<file path="src/rtl/reg_bank.sv">
// Register bank feeding the ula operands, with a registered zero flag of the last accepted write.
// Optional macro REG_BYPASS_EN forwards same-edge write data to the read ports.
module reg_bank #(
  parameter  int BITS = 8,
  parameter  int REGS = 4,
  localparam int ADDR = $clog2(REGS)
) (
  input  logic            clk_in,
  input  logic            rst_in,
  input  logic            we_in,
  input  logic [ADDR-1:0] waddr_in,
  input  logic [BITS-1:0] wdata_in,
  input  logic            re_in,
  input  logic [ADDR-1:0] ra_addr_in,
  input  logic [ADDR-1:0] rb_addr_in,
  output logic [BITS-1:0] a_out,
  output logic [BITS-1:0] b_out,
  output logic            zero_out
);

  localparam logic [ADDR:0] REGS_W = REGS[ADDR:0];

  logic [BITS-1:0] regs [REGS];
  logic            wr_valid;
  logic [BITS-1:0] rd_a;
  logic [BITS-1:0] rd_b;

  // Writes to addresses beyond the array (non power-of-two REGS) are ignored entirely.
  assign wr_valid = we_in && ({1'b0, waddr_in} < REGS_W);

  always_comb begin
    rd_a = '0;
    rd_b = '0;
    for (int i = 0; i < REGS; i++) begin
      if ({1'b0, ra_addr_in} == i[ADDR:0]) rd_a = regs[i];
      if ({1'b0, rb_addr_in} == i[ADDR:0]) rd_b = regs[i];
    end
`ifdef REG_BYPASS_EN
    if (wr_valid && (ra_addr_in == waddr_in)) rd_a = wdata_in;
    if (wr_valid && (rb_addr_in == waddr_in)) rd_b = wdata_in;
`else
`endif
  end

  always_ff @(posedge clk_in or posedge rst_in) begin
    if (rst_in) begin
      for (int i = 0; i < REGS; i++) regs[i] <= '0;
      zero_out <= 1'b1;
    end else if (wr_valid) begin
      for (int i = 0; i < REGS; i++) begin
        if ({1'b0, waddr_in} == i[ADDR:0]) regs[i] <= wdata_in;
      end
      zero_out <= (wdata_in == '0);
    end
  end

  always_ff @(posedge clk_in or posedge rst_in) begin
    if (rst_in) begin
      a_out <= '0;
      b_out <= '0;
    end else if (re_in) begin
      a_out <= rd_a;
      b_out <= rd_b;
    end
  end

endmodule

</file>
<file path="config.mk">
export PLATFORM = sky130hd
export DESIGN_NAME = reg_bank
export DESIGN_NICKNAME = d
export VERILOG_FILES = /design/src/rtl/reg_bank.sv
export SDC_FILE = /design/constraint.sdc
export NUM_CORES = 1
export LEC_CHECK = 0
export CORE_MARGIN = 8
export CORE_UTILIZATION = 48
export CTS_CLUSTER_DIAMETER = 60
export DETAILED_ROUTE_END_ITERATION = 10
export GPL_ROUTABILITY_DRIVEN = 0
export MAX_ROUTING_LAYER = met4
export PLACE_DENSITY = 0.72
export SETUP_SLACK_MARGIN = 0.5
export SYNTH_ARGS = -nofsm -noshare
export SYNTH_HDL_FRONTEND = slang
export SYNTH_SLANG_ARGS = --single-unit
</file>
<file path="constraint.sdc">
create_clock -name clk_in -period 1.4 [get_ports clk_in]
set_input_delay 0.28 -clock clk_in [delete_from_list [all_inputs] [get_ports clk_in]]
set_output_delay 0.28 -clock clk_in [all_outputs]
set_load 0.03 [all_outputs]
</file>
==> results.json, run 1 <==
{
  "startpoint_type": "register",
  "crit_family": "flip-flops",
  "crit_path_cell_trace": "buf_6",
  "row_count": 25,
  "power.density_nw_per_um2": 1304,
  "fp.dieW_um": 85.29,
  "worstSetupPathDepth": 1,
  "reg2reg_depth": 4,
  "critPathKind": "register to primary output",
  "setup_violations": 0,
  "relSlewSlack": 0.8102,
  "layout-drive-gt1-share": 0.5385,
  "cp_max_fo": 2,
  "drv_slew": 0,
  "grt_pass1_vias": 1732,
  "maxCapViolCount": 0,
  "crit_required_ns": 1.12,
  "drtIter0Drc": 80,
  "track_usage": 0.1710,
  "synth_top_family_by_area": "multiplexers",
  "skew_ns": 0.009181,
  "hp-class": "primary input to register",
  "synth_top_area_share": 0.5212,
  "min_path_cells": 3,
  "clock-root-buffer": "clkbuf_8",
  "cp.arrival_ns": 0.97,
  "grt_overflow": 0,
  "critPathSlowestCell": "dfstp_2",
  "crit_path_end_kind": "primary output",
  "grt_setup_unrepaired": "true",
  "synth_common_cells": "dfrtp_1, mux2_2, mux2i_1, nand2b_1, o221ai_1",
  "final-hold-violation-count": 0,
  "synth-adder-area-share": 0,
  "die_area_um2": 7274,
  "cp.buffers_inverters": 1,
  "ir_drop_v": 0.0007341,
  "synthMuxAreaShare": 0.2953,
  "hpwl_mm": 3.946,
  "synth_top_area_cell": "dfrtp_1",
  "numCtsBuffers": 5,
  "ys_async_sr_fraction": 1.000,
  "fmax_mhz": 797.8,
  "viasPerCell": 5.840,
  "synth.cell_area_um2": 2305,
  "wl_per_cell_um": 21.48,
  "drcViolationCount": 0,
  "fillers": 306,
  "area.growth.synth_to_final_pct": 46.58,
  "ant_nets": 0,
  "final_cell_count_no_fill": 288,
  "status": "finished, final reports clean",
  "placed_cells": 262,
  "grt_max_degree": 50,
  "nets": 251,
  "syn_avg_cell_area_um2": 13.80,
  "die_h_um": 85.29,
  "antenna_found_initial": 0,
  "ys.flop_type": "dfrtp_1",
  "synth.net_count": 185,
  "synth-compound-area-share": 0.06460,
  "fin_util": 0.7200,
  "wirelength_mm": 6.187,
  "drt-pass1-iter-count": 4,
  "core_um2": 4692,
  "ys_ff_latch": 49,
  "synthXorXnorAreaFrac": 0,
  "worst_slew_pin_slew_ns": 0.2846,
  "post-route-min-period_ns": 1.253,
  "cts_buffer_depth": 2,
  "fin_area_um2": 3378,
  "holdWs_ns": 0.3621,
  "synth_enable_flop_cells": 0,
  "num_antenna_cells": 0,
  "worstSkewPairLatency_ns": 0.31,
  "power_mw": 4.407,
  "post-route-period-util": 0.8953,
  "ys_types": 19,
  "cts_tree": "done",
  "io_buffers": 34,
  "netlist_instances": 167,
  "initial_core_util": 0.4912,
  "p_leak_nw": 1.587,
  "cp_slowest_stage_delay_ns": 0.55,
  "synth.most_common_cell": "dfrtp_1",
  "yosys-top-cells-area": "dfrtp_1, mux2_2, mux2i_1",
  "yosys_warnings": 0,
  "io-pin-count": 35,
  "cts.htree.levels": 2,
  "placed_area_um2": 2872,
  "synth-seq-area-share": 0.5326,
  "clock_sinks": 49,
  "vias": 1682,
  "path_clk_slew_ns": 0.08,
  "synthSimpleGateAreaFrac": 0.08360,
  "grt_pass1_wl_mm": 9.411
}
==> layout make-up <==
cell class	count	area (um^2)	share of cell area
inverters	1	7.507	0.002222
flip-flops and latches	49	1227	0.3633
clock buffers	6	82.58	0.02444
multi-input cells	108	1226	0.3630
repair buffers	68	729.5	0.2159
well taps	54	67.56	0.02000
clock inverters	2	37.54	0.01111
==> where the power goes <==
group / internal (mW) / total (mW) / switching (mW)
combinational: 0.794 / 1.42 / 0.629
clock: 0.581 / 1.06 / 0.482
sequential: 1.69 / 1.92 / 0.235
==> through the flow <==
step	TNS, ns	setup WS (ns)
after global placement	-8.092	-0.2700
after floorplan	0	0.2046
after global routing	0	0.1168
after detailed placement	-10.30	-0.3179
final	0	0.1466
after CTS	0	0.1385
==> repair_timing <==
action	CTS	global route
pin swaps	4	2
gates resized for setup	170	32
setup endpoints to repair	66	37
cloned	2	0
hold buffers	0	0
setup buffers	8	8
==> registers in the layout (all words and copies together) (netlist names) <==
name      count
regs         32
b_out         8
zero_out      1
a_out         8
==> final timing paths <==
check                                           from              endpoint  slack, ns
worst max-delay path            zero_out$_DFFE_PP1P_              zero_out       0.15
worst min-delay path                           we_in  zero_out$_DFFE_PP1P_       0.36
worst max register to register  a_out[0]$_DFFE_PP0P_  a_out[0]$_DFFE_PP0P_       0.49
worst min register to register  b_out[7]$_DFFE_PP0P_  b_out[7]$_DFFE_PP0P_       0.53
max in group asynchronous                     rst_in  zero_out$_DFFE_PP1P_       0.74
min in group asynchronous                     rst_in  b_out[0]$_DFFE_PP0P_       0.37
==> metal layers <==
layer  global-route usage  routed length (um)
met2               0.2678                3199
met3              0.03958                 319
met1               0.2106                2612
met4              0.06369                  56
met5                    -                   0
==> cell usage in the layout, fill, tap and decap left out <==
cell type,synthesis,layout
buf_16,0,2
nand2b_4,0,6
buf_12,0,4
buf_4,2,18
clkdlybuf4s50_1,0,1
clkdlybuf4s18_2,0,1
bufinv_16,0,1
clkinvlp_4,0,2
nor4_4,0,1
and2b_2,1,1
mux2_4,0,16
a31o_2,1,1
buf_8,0,1
nor4_2,0,1
nand2_4,0,1
clkbuf_8,0,6
mux2i_1,32,28
o221ai_1,16,9
dfrtp_1,48,48
o221ai_2,0,7
nand3b_2,2,1
dlygate4sd2_1,0,10
nand3_2,1,1
mux2i_2,0,4
buf_2,2,2
nand2_2,0,1
nand2b_1,18,12
buf_6,1,29
nor3b_4,1,1
nand3b_4,0,1
mux2_2,32,16
dfstp_2,1,1
==> kinds of logic (layout without fill, tap and decap cells) <==
logic type             count (synthesis)  in the layout
AO/OA/AOI/OAI                         17             17
multiplexers                          64             64
buffers and inverters                 10             77
flip-flops                            49             49
AND/OR/NAND/NOR                       27             27
Note: power is estimated with default switching activity, not from simulation.
==> run 2, diff against run 1 <==
- CAP_MARGIN: default -> 30
==> results of run 2 <==
The final DEF is identical to that of run 1; final timing and power are the same.
==> RTL change: new RTL, flow settings as in run 1 <==
`REGS`: 4 -> 8.
--- a/src/rtl/reg_bank.sv
+++ b/src/rtl/reg_bank.sv
@@ -2,7 +2,7 @@
 // Optional macro REG_BYPASS_EN forwards same-edge write data to the read ports.
 module reg_bank #(
   parameter  int BITS = 8,
-  parameter  int REGS = 4,
+  parameter  int REGS = 8,
   localparam int ADDR = $clog2(REGS)
 ) (
   input  logic            clk_in,
Interface: changed (resized ra_addr_in, rb_addr_in and waddr_in); port bits go from 35 to 38. The function was not compared with the original's and may differ.
==> RTL change against run 1 <==
- the run now ends with setup timing left
- synthesized area increased by 92%
- routed wire length increased to 2.9 times the old value
- synthesized cell count is 140% higher
- power grew 91%
- non-clock buffer count rose by 121
- maximum frequency fell by 25%
- global-route usage rose by 12 points
- cell area grew 110%
- sequential cell count increased by 32
- sequential share of layout area down 8.1 points
- worst setup slack got worse by 430 ps
- sequential power is 72% higher
- count of clock-buffer cells in the layout up 5
- largest power group unchanged
==> RTL change: results (changes against run 1) <==
metric	value	unit	change
setup_total_negative_slack	-773	ps	-773 ps
detailedRoute.firstPassIterationCount	6		+2
critical-path-top-delay-family	compound AO/OA/AOI/OAI gates		
layout.buffer.nonclock.area_share	27.0	%	+5.4 points
worst_setup_path_startpoint	regs[49]		
worst_setup_path_endpoint	a_out[1]		
layout-drive-gt1-share	57.5	%	+3.7 points
setup-violations-final	6		+6
critical-path-max-stage-delay	450	ps	-100 ps
run_status	finished with violations		
synth.mux.area_fraction	24.0	%	-5.5 points
area.share.sequential	28.3	%	-8.1 points
power_switching	2.91	mW	+120%
cts_htree_levels	3		+1
synth_sequential_area_ratio	45.9	%	-7.4 points
powerComb	3.20	mW	+130%
finish.utilization	79.2	%	+7.2 points
failed_checks	setup timing		
num-nonclk-buffers	189		+180%
layoutNonFillerInstCount	688		+140%
fillers	483		+58%
worst_hold_slack	219	ps	-143 ps
grtUsageTotal	28.6	%	+12 points
port_buffers	37		+8.8%
final.setup.worst_slack	-282	ps	-429 ps
nMultiInputCombCells	269		+150%
complex_gate_fraction_of_the_synthesized_area	14.1	%	+7.6 points
rr_endpoint	a_out[1]		
peakVddDrop	0.000711	V	-3.2%
cell_internal_pwr	5.50	mW	+80%
pwr.group.clock	1.89	mW	+78%
detailroute.via_count	4486		+170%
place.detailed.hpwl	9760	um	+150%
largest_registers	regs: 64 flops, a_out: 8 flops, b_out: 8 flops		
worst-r2r-cell-count	7		+3
grt_pass1_wl	26900	um	+190%
multi_input_area_share	38.7	%	+2.4 points
fin_worst_skew	16.3	ps	+7.10 ps
list_of_most_frequent_post_synthesis_cells	80 x dfrtp_1, 63 x mux2_2, 39 x o21ai_0		
area_share_clock_buf_inv	2.86	%	-0.70 points
number_of_logic_inverters_in_the_finished_layout	22		+21
num-clock-buffers	11		+5
timing_worst_slew_pin_value	595	ps	+310 ps
mappedNetlistNets	419		+130%
preCtsSetupSlack	-898	ps	-580 ps
total_leakage_power	3.36	nW	+110%
cp_slowest_cell	a2111oi_2		
synth_xor_xnor_area_share	0	%	unchanged
place.detailed.instances	611		+130%
timing.critical_path.arrival	1950	ps	+980 ps
grt_pass1_vias	4756		+170%
dr.first_iter.drc_count	506		+530%
cts_buffers	9		+4
postSynthAreaPerCell	11.1	sq um	-20%
-- RTL change: cell count changes in the layout (fill, tap and decap cells not counted), sizes merged, moves of 12 or more --
cell           run 1  this run
inv                0        22
a21oi              0        12
nand2b            18         5
o221ai            16         3
o21ai              0        39
buf               56       177
dfrtp             48        80
nor2               0        15
mux2              32        63
nand2              2        25
-- RTL change: routing by layer --
| layer | routed length [um] | part of all wire (%) | vias up | track usage (%) |
|---|---|---|---|---|
| li1 | - | - | 1822 | - |
| met1 | 6460 | 36 | 2201 | 30.6 |
| met3 | 1670 | 9.3 | 111 | 8.82 |
| met4 | 966 | 5.4 | 0 | 15.7 |
| met2 | 8890 | 49 | 352 | 46.8 |
| met5 | 0 | 0 | - | - |
-- RTL change: timing repair --
item,in CTS,in global routing
endpoints found under the setup margin,98,97
buffers inserted,42,15
resized for setup,313,35
cloned,4,0
pin swaps,38,27
